**src/rtl/servo_pwm_pkg.sv**
```systemverilog
// rtl/servo_pwm_pkg.sv - shared defaults and types for the multi-channel servo PWM
package servo_pwm_pkg;

    localparam int DEF_NUM_CH      = 4;
    localparam int DEF_CNT_W       = 20;
    localparam int DEF_PERIOD      = 1_000_000;
    localparam int DEF_MIN_PULSE   = 75_000;
    localparam int DEF_STEP_CYCLES = 750;
    localparam int DEF_POS_W       = 8;
    localparam int DEF_POS_MAX     = 100;
    localparam int DEF_HOME_POS    = 50;
    localparam int DEF_SLEW        = 2;

    typedef logic [DEF_POS_W-1:0] pos_t;

    // Channel-index width; a single channel still needs one select bit.
    function automatic int ch_width(input int n);
        return (n > 1) ? $clog2(n) : 1;
    endfunction

endpackage

```
**src/rtl/servo_slew_ch.sv**
```systemverilog
// rtl/servo_slew_ch.sv - one servo channel: target, slew-limited position, width, compare
module servo_slew_ch
    import servo_pwm_pkg::*;
#(
    parameter int CNT_W       = DEF_CNT_W,
    parameter int POS_W       = DEF_POS_W,
    parameter int MIN_PULSE   = DEF_MIN_PULSE,
    parameter int STEP_CYCLES = DEF_STEP_CYCLES,
    parameter int HOME_POS    = DEF_HOME_POS,
    parameter int SLEW        = DEF_SLEW
) (
    input  logic             clk,
    input  logic             rst,
    input  logic             en,
    input  logic             wr_en,
    input  logic [POS_W-1:0] wr_pos,
    input  logic             step_en,
    input  logic             load_en,
    input  logic [CNT_W-1:0] cnt,
    output logic             pwm,
    output logic             busy
);

    localparam logic [POS_W-1:0] HOME_V     = POS_W'(HOME_POS);
    localparam logic [POS_W-1:0] SLEW_V     = POS_W'(SLEW);
    localparam logic [CNT_W-1:0] HOME_WIDTH = CNT_W'(MIN_PULSE + HOME_POS * STEP_CYCLES);

    logic [POS_W-1:0] target;
    logic [POS_W-1:0] cur;
    logic [POS_W-1:0] cur_next;
    logic [POS_W-1:0] gap;
    logic [CNT_W-1:0] width;

    assign busy = (cur != target);

    // Next position: move toward target by at most SLEW, or jump when SLEW is 0.
    always_comb begin
        cur_next = cur;
        gap      = '0;
        if (target > cur) begin
            gap      = target - cur;
            cur_next = (SLEW == 0 || gap <= SLEW_V) ? target : cur + SLEW_V;
        end else if (target < cur) begin
            gap      = cur - target;
            cur_next = (SLEW == 0 || gap <= SLEW_V) ? target : cur - SLEW_V;
        end
    end

    // Position/width registers update only at the frame tail, so a pulse never sees a width change.
    always_ff @(posedge clk) begin
        if (rst) begin
            target <= HOME_V;
            cur    <= HOME_V;
            width  <= HOME_WIDTH;
            pwm    <= 1'b0;
        end else begin
            if (wr_en) begin
                target <= wr_pos;
            end
            if (step_en) begin
                cur <= cur_next;
            end
            if (load_en) begin
                width <= CNT_W'(MIN_PULSE) + CNT_W'(cur) * CNT_W'(STEP_CYCLES);
            end
            pwm <= en && (cnt < width);
        end
    end

endmodule

```
**src/rtl/servo_pwm_multi.sv**
```systemverilog
// rtl/servo_pwm_multi.sv - multi-channel servo PWM with shared frame counter and write port
module servo_pwm_multi
    import servo_pwm_pkg::*;
#(
    parameter int NUM_CH        = DEF_NUM_CH,
    parameter int CNT_W         = DEF_CNT_W,
    parameter int PERIOD_CYCLES = DEF_PERIOD,
    parameter int MIN_PULSE     = DEF_MIN_PULSE,
    parameter int STEP_CYCLES   = DEF_STEP_CYCLES,
    parameter int POS_W         = DEF_POS_W,
    parameter int POS_MAX       = DEF_POS_MAX,
    parameter int HOME_POS      = DEF_HOME_POS,
    parameter int SLEW          = DEF_SLEW,
    localparam int CH_W         = ch_width(NUM_CH)
) (
    input  logic              clk,
    input  logic              rst,
    input  logic              en,
    input  logic              wr_valid,
    output logic              wr_ready,
    input  logic [CH_W-1:0]   wr_ch,
    input  logic [POS_W-1:0]  wr_pos,
    output logic              wr_err,
    output logic [NUM_CH-1:0] pwm_out,
    output logic              frame_tick,
    output logic              busy
);

    localparam logic [CNT_W-1:0] CNT_LAST = CNT_W'(PERIOD_CYCLES - 1);
    localparam logic [CNT_W-1:0] CNT_STEP = CNT_W'(PERIOD_CYCLES - 2);
    localparam logic [CH_W:0]    NUM_CH_V = (CH_W + 1)'(NUM_CH);
    localparam logic [POS_W-1:0] POS_MAX_V = POS_W'(POS_MAX);

    logic [CNT_W-1:0]  cnt;
    logic              accept;
    logic              ch_ok;
    logic [POS_W-1:0]  pos_clamped;
    logic              step_en;
    logic              load_en;
    logic [NUM_CH-1:0] ch_wr;
    logic [NUM_CH-1:0] ch_busy;

    assign accept      = wr_valid && wr_ready;
    assign ch_ok       = ({1'b0, wr_ch} < NUM_CH_V);
    assign pos_clamped = (wr_pos > POS_MAX_V) ? POS_MAX_V : wr_pos;
    assign step_en     = en && (cnt == CNT_STEP);
    assign load_en     = en && (cnt == CNT_LAST);

    // One-hot write strobe for the addressed channel; illegal indices strobe nothing.
    always_comb begin
        ch_wr = '0;
        for (int i = 0; i < NUM_CH; i++) begin
            ch_wr[i] = accept && ch_ok && (wr_ch == CH_W'(i));
        end
    end

    // Shared frame counter; disabling parks it at 0 so re-enable starts a fresh frame.
    always_ff @(posedge clk) begin
        if (rst || !en) begin
            cnt <= '0;
        end else if (cnt == CNT_LAST) begin
            cnt <= '0;
        end else begin
            cnt <= cnt + CNT_W'(1);
        end
    end

    // Registered handshake, error pulse, frame tick and aggregate busy.
    always_ff @(posedge clk) begin
        if (rst) begin
            wr_ready   <= 1'b0;
            wr_err     <= 1'b0;
            frame_tick <= 1'b0;
            busy       <= 1'b0;
        end else begin
            wr_ready   <= 1'b1;
            wr_err     <= accept && !ch_ok;
            frame_tick <= en && (cnt == '0);
            busy       <= |ch_busy;
        end
    end

    for (genvar g = 0; g < NUM_CH; g++) begin : g_ch
        servo_slew_ch #(
            .CNT_W       (CNT_W),
            .POS_W       (POS_W),
            .MIN_PULSE   (MIN_PULSE),
            .STEP_CYCLES (STEP_CYCLES),
            .HOME_POS    (HOME_POS),
            .SLEW        (SLEW)
        ) u_ch (
            .clk     (clk),
            .rst     (rst),
            .en      (en),
            .wr_en   (ch_wr[g]),
            .wr_pos  (pos_clamped),
            .step_en (step_en),
            .load_en (load_en),
            .cnt     (cnt),
            .pwm     (pwm_out[g]),
            .busy    (ch_busy[g])
        );
    end

endmodule

```
**config.mk**
```make
export PLATFORM = sky130hd
export DESIGN_NAME = servo_pwm_multi
export DESIGN_NICKNAME = d
export VERILOG_FILES = /design/src/rtl/servo_pwm_pkg.sv /design/src/rtl/servo_slew_ch.sv /design/src/rtl/servo_pwm_multi.sv
export SDC_FILE = /design/constraint.sdc
export NUM_CORES = 1
export LEC_CHECK = 0
export CAP_MARGIN = 20
export CORE_MARGIN = 2
export CORE_UTILIZATION = 40
export CTS_CLUSTER_SIZE = 14
export DETAILED_ROUTE_END_ITERATION = 8
export MAX_ROUTING_LAYER = met4
export PLACE_DENSITY_LB_ADDON = 0.3
export SLEW_MARGIN = 20
export SYNTH_ARGS = -nofsm -noshare
export SYNTH_HDL_FRONTEND = slang
export SYNTH_SLANG_ARGS = --single-unit
```
**constraint.sdc**
```tcl
create_clock -name clk -period 13.2 [get_ports clk]
set_input_delay 2.64 -clock clk [delete_from_list [all_inputs] [get_ports clk]]
set_output_delay 2.64 -clock clk [all_outputs]
set_load 0.05 [all_outputs]
```
Word-level counts from Yosys, hierarchy flattened
Index checks and enable logic that the tools add are counted.

Register bits: 171. Latch bits: 0. Bits in writable memories: 0. Bits in read-only memories: 0. Input bits: 14. Output and inout bits: 8. Word-level logic and storage cells: 119. Memories kept: 0.

$add $sub $neg: 21. Multipliers: 4. Div/mod/pow operators: 0. Order comparisons: 21. Eq/ne operators: 9. Shifts and indexed selects: 0. Muxes and demuxes: 18. Bitwise gates (word level): 0. Reductions and logical operators: 26.

Operator list (number): 8-bit two-way mux (17); 20-bit < comparator (4); 17-bit by 18-bit adder with 19-bit output (first input constant) (4); 8-bit by 9-bit multiplier with 17-bit output (second input constant) (4); 8-bit by 2-bit less-or-equal comparator with 1-bit output (second input constant) (8); 8-bit subtractor (8); 20-bit == test (second input constant) (2); 8-bit by 2-bit adder with 8-bit output (second input constant) (4); 8-bit greater-than comparator (4); 8-bit < comparator (4); 8-bit != test (4); 8-bit by 2-bit subtractor with 8-bit output (second input constant) (4); 20-bit by 1-bit adder with 20-bit output (second input constant) (1); 20-bit logical NOT (1); 1-bit logical AND (12); 8-bit by 7-bit greater-than comparator with 1-bit output (second input constant) (1); 2-bit AND reduction (4); 2-bit nonzero test (4); 2-bit == test (second input constant) (2); 4-bit OR reduction (1); 2-bit by 1-bit == test with 1-bit output (second input constant) (1); 2-bit logical NOT (1); 2-bit OR reduction (1); 1-bit logical NOT (1); other kinds (2) (2).

Logic depth before layout (Yosys ltp)
Word-level depth: 5. Gate-level depth with buffers: 19.

Hierarchy
Synthesis repeated with hierarchy kept, for this count alone.

Cells, all modules: 2417. Area total of the unflattened synthesis: 20128.1 um^2.

Modules (own cells, without submodules): servo_slew_ch (g_ch[2].u_ch) (instances 1, cells each 587, area an instance 4877.2 um^2, seq. area each 700.7 um^2); servo_slew_ch (g_ch[3].u_ch) (instances 1, cells each 555, area an instance 4694.5 um^2, seq. area each 700.7 um^2); servo_slew_ch (g_ch[0].u_ch) (instances 1, cells each 568, area an instance 4687.0 um^2, seq. area each 700.7 um^2); servo_slew_ch (g_ch[1].u_ch) (instances 1, cells each 559, area an instance 4644.5 um^2, seq. area each 700.7 um^2); servo_pwm_multi (instances 1, cells each 148, area an instance 1224.9 um^2, seq. area each 460.4 um^2).

Least setup slack after synthesis
No wires, ideal clock.

Path kind: reg-to-reg. Start: register g_ch[1].u_ch.cur[5]. End: register g_ch[1].u_ch.width[17]. Setup time: 0.095 ns. Arrival: 4.779 ns. Data required time: 13.105 ns. Path slack: 8.325 ns. Cell stages (with the launch flop): 20. Buffers on the path: 0. Period minus slack after synthesis: 4.875 ns. Cell sequence: dfxtp_1 inv_1 ha_1 inv_1 fa_1 inv_1 fa_1 inv_1 fa_1 inv_1 ha_1 a21o_1 a211o_1 a211oi_2 o31ai_1 a21oi_1 xnor2_1 or4_1 mux2_2 o311ai_1.

Word-level cells in the longest chain between the ends: 2.

Ends and longest elaborated chain: start, declared (line servo_slew_ch.sv:29) `logic [POS_W-1:0] cur;`; start signal, assigned (line servo_slew_ch.sv:61) `cur <= cur_next;`; 8-bit by 9-bit multiplier with 17-bit output (line servo_slew_ch.sv:64) `width <= CNT_W'(MIN_PULSE) + CNT_W'(cur) * CNT_W'(STEP_CYCLES);`; 17-bit by 18-bit adder with 19-bit output (line servo_slew_ch.sv:64); end signal, assigned (line servo_slew_ch.sv:64); end, declared (line servo_slew_ch.sv:32) `logic [CNT_W-1:0] width;`.

Every way passes these cells. A chain may end at the register's enable or synchronous reset.

Final worst setup path
Start: register g_ch[2].u_ch.cur[4]. End: register g_ch[2].u_ch.width[17].

Word-level cells in the longest chain between the ends: 2.

Ends and longest elaborated chain (line): start, declared (servo_slew_ch.sv:29); start signal, assigned (servo_slew_ch.sv:61); 8-bit by 9-bit multiplier with 17-bit output (servo_slew_ch.sv:64); 17-bit by 18-bit adder with 19-bit output (servo_slew_ch.sv:64); end signal, assigned (servo_slew_ch.sv:64); end, declared (servo_slew_ch.sv:32).

Every way passes these cells.

==> flow_summary.toml <==
[cells_and_area]
regArea_mm2 = 0.003263
area_growth_pct = 6.961
diodes = 0
post_route_cells_drive_above_1_share_pct = 3.335
multi_input_area_mm2 = 0.01441
finalNetCount = 2827
fillCellCount = 4803
fin_util_pct = 43.36

[timing]
timing.final.crit_share_pct = 40.96
slew_violations = 0
finalHoldViolCount = 0
slew_headroom_pct = 37.46
grt_setup_unrepaired = "no"
min_period_ps = 5407
setup_viol = 0
timing.final.ws_setup_ps = 7793
fmax_mhz = 185.0
fin_skew_ps = 9.260
fin_tns_setup_ps = 0
tightest_slew_ps = 934.6

[clock_network]
ctsResizeCount = 0
cts_root_buffer = "clkbuf_16"
cts_tree = "built"
htreeDepth = 4
clk_path_buf_depth = 2
clock-sinks = 163
cts.clk_slew.worst_paths_ps = 70
cts_buffers = 17
worstSkewPairLatency_ps = 460
post_cts_buffers = 0
postCtsHoldBufs = 0

[min_path]
hold_path.class = "flip-flop to flip-flop"

[synth]
synthCells = 2405
syn-cell-area_mm2 = 0.01939
ys_async_sr_fraction_pct = 0
ys_types = 89
synth_largest_area_cell = "ha_1"
ys.flop_type = "dfxtp_1"
synth-edff-count = 0
synth_area_leaders = "ha_1 21%, dfxtp_1 17%, fa_1 11%"
syn_area_per_cell_um2 = 8.064
synth_nets = 2846
synth.top_cell.area_share_pct = 20.71
yosysWarnings = 0
ys_ff_latch = 163
synth_seq_area_share_pct = 16.82

[floorplanning]
fp.dieW_um = 224.2
pin_count = 22
die_y_um = 224.2
rows = 80
dieArea_mm2 = 0.05026
core_area_mm2 = 0.04785
initial_core_util_pct = 40.54

[drt]
vias = 16520
drt-initial-drc-count = 1083
wl_per_cell_um = 17.04
drtPass1Iterations = 8
routed_via_density = 5.482
drc_errors = 0
wl_um = 51360
ant_nets = 0

[critical_path]
critPathArrivalTime_ps = 5790
start_kind = "flip-flop"
required_ps = 13590
crit_fanout = 9
worstSetupPathType = "flip-flop to flip-flop"
critPathCaptureType = "flip-flop"

[pwr]
power_mw = 1.210
peakVddDrop_mv = 0.07868
p_leak_nw = 9.831
power.density_mw_per_mm2 = 58.33

[run_status]
outcome = "completed"

[place]
place.gp.congestion = 0.9299
dpl_worst_slack_ps = 7775
io_buffers = 20
dpl.hpwl_um = 40610

[global_routing]
grt_usage_pct = 21.22
grt_pass1_vias = 16240
grt_max_degree = 75
gr-total-overflow = 0
antenna_found_initial = 0
grt_pass1_wl_um = 83700

[flow_run]
maxCapViolCount = 0
state kept, by name, indices dropped and copies added (netlist names):
name / flops
g_ch.u_ch.target: 32
cnt: 20
wr_ready: 1
busy: 1
g_ch.u_ch.pwm: 4
g_ch.u_ch.width: 72
frame_tick: 1
g_ch.u_ch.cur: 32
synth_stat cells, types with 12 or more instances:
cell / count
o21ai_0: 118
nor2b_1: 33
a21oi_1: 145
nor3b_1: 13
nor3_1: 55
fa_1: 106
o31ai_1: 13
nand3b_1: 13
mux2i_1: 12
o211ai_1: 66
and3_1: 14
o21a_1: 18
xor2_1: 51
a31oi_1: 28
nand2b_1: 35
nand2_1: 181
ha_1: 321
a211oi_1: 33
a21o_1: 20
dfxtp_1: 163
or3_1: 15
nand3_1: 51
inv_1: 384
clkbuf_1: 46
nor2_1: 162
xnor2_1: 71
nand4_1: 24
cells by family (layout without fill, tap and decap cells):
group	Yosys count	after routing	synth area share, %
AO/OA/AOI/OAI	575	575	19.70
XOR/XNOR	122	122	5.509
adder cells (fa/ha/maj)	427	427	31.65
buffers and inverters	449	443	8.896
flip-flops	163	163	16.82
multiplexers	19	19	1.097
other	1	1	0.01934
AND/OR/NAND/NOR	649	649	16.30
cell usage in the layout (no fill, tap or decap), types with 11 or more instances in the layout:
cell,netlist,final
nor3b_1,13,13
nand3_1,51,51
nand2b_1,35,35
nor3_1,55,55
clkdlybuf4s50_1,0,19
nand4_1,24,24
or3_1,15,15
nand3b_1,13,13
a21o_1,20,20
nor2_1,162,162
dfxtp_1,163,163
nor2b_1,33,33
xnor2_1,71,71
o221ai_1,11,11
a21oi_1,145,145
clkbuf_16,0,17
ha_1,321,321
nand2_1,181,181
and3_1,14,14
a31oi_1,28,28
o211ai_1,66,66
o31ai_1,13,13
o21a_1,18,18
o21ai_0,118,118
fa_1,106,106
a211oi_1,33,33
or2_2,11,11
mux2i_1,12,12
inv_1,384,384
xor2_1,51,51
final cells by class:
class	instances	share of cell area, %
Timing Repair Buffer	26	1.158
Clock inverter	10	0.7057
Tap cell	615	3.709
Multi-Input combinational cell	1793	69.45
Clock buffer	22	2.286
Inverter	385	6.966
Sequential cell	163	15.73
power by group:
| group | internal, mW | switching (mW) | total, mW | leakage (nW) |
|---|---|---|---|---|
| sequential | 0.496 | 0.00470 | 0.501 | 1.32 |
| clock | 0.314 | 0.225 | 0.539 | 0.290 |
| combinational | 0.0555 | 0.115 | 0.171 | 8.22 |
critical path, cell delays in order (launching register included):
cell and delay, ps:
dfxtp_1 580, inv_1 230, ha_1 380, fa_1 490, inv_1 60, fa_1 500
fa_1 540, inv_1 40, ha_1 400, a2111o_1 450, o21ai_0 390, o21ai_0 230
a21o_1 200, a311oi_1 450, xnor2_1 170, nand2_1 70, a21oi_1 140
routing by layer:
metal  part of all wire [%]  GRT usage [%]  vias up
met5                      0              -        -
met4                    2.7          6.815        0
met3                    3.9          2.518       79
met2                     46          34.14      347
met1                     48          27.83     7847
li1                       -              -     8250
worst paths after layout:
kind                              start                     end  slack (ps)  cells after the start
setup / recovery    g_ch[2].u_ch.cur[4]  g_ch[2].u_ch.width[17]        7790                     16
hold / removal    g_ch[2].u_ch.width[1]   g_ch[2].u_ch.width[1]         450                      2
setup reg to reg    g_ch[2].u_ch.cur[4]  g_ch[2].u_ch.width[17]        7790                     16
hold reg to reg   g_ch[2].u_ch.width[1]   g_ch[2].u_ch.width[1]         450                      2
stage by stage:
stage	std cells	hold slack (ps)	instance area [um^2]
floorplan	2405	429.2	19390
global placement	2982	443.7	20120
detailed placement	2982	443.6	20120
CTS	3014	452.2	20740
global route	3014	480.2	20740
finish	3014	453.8	20740
Note: power is estimated with default switching activity, not from simulation.
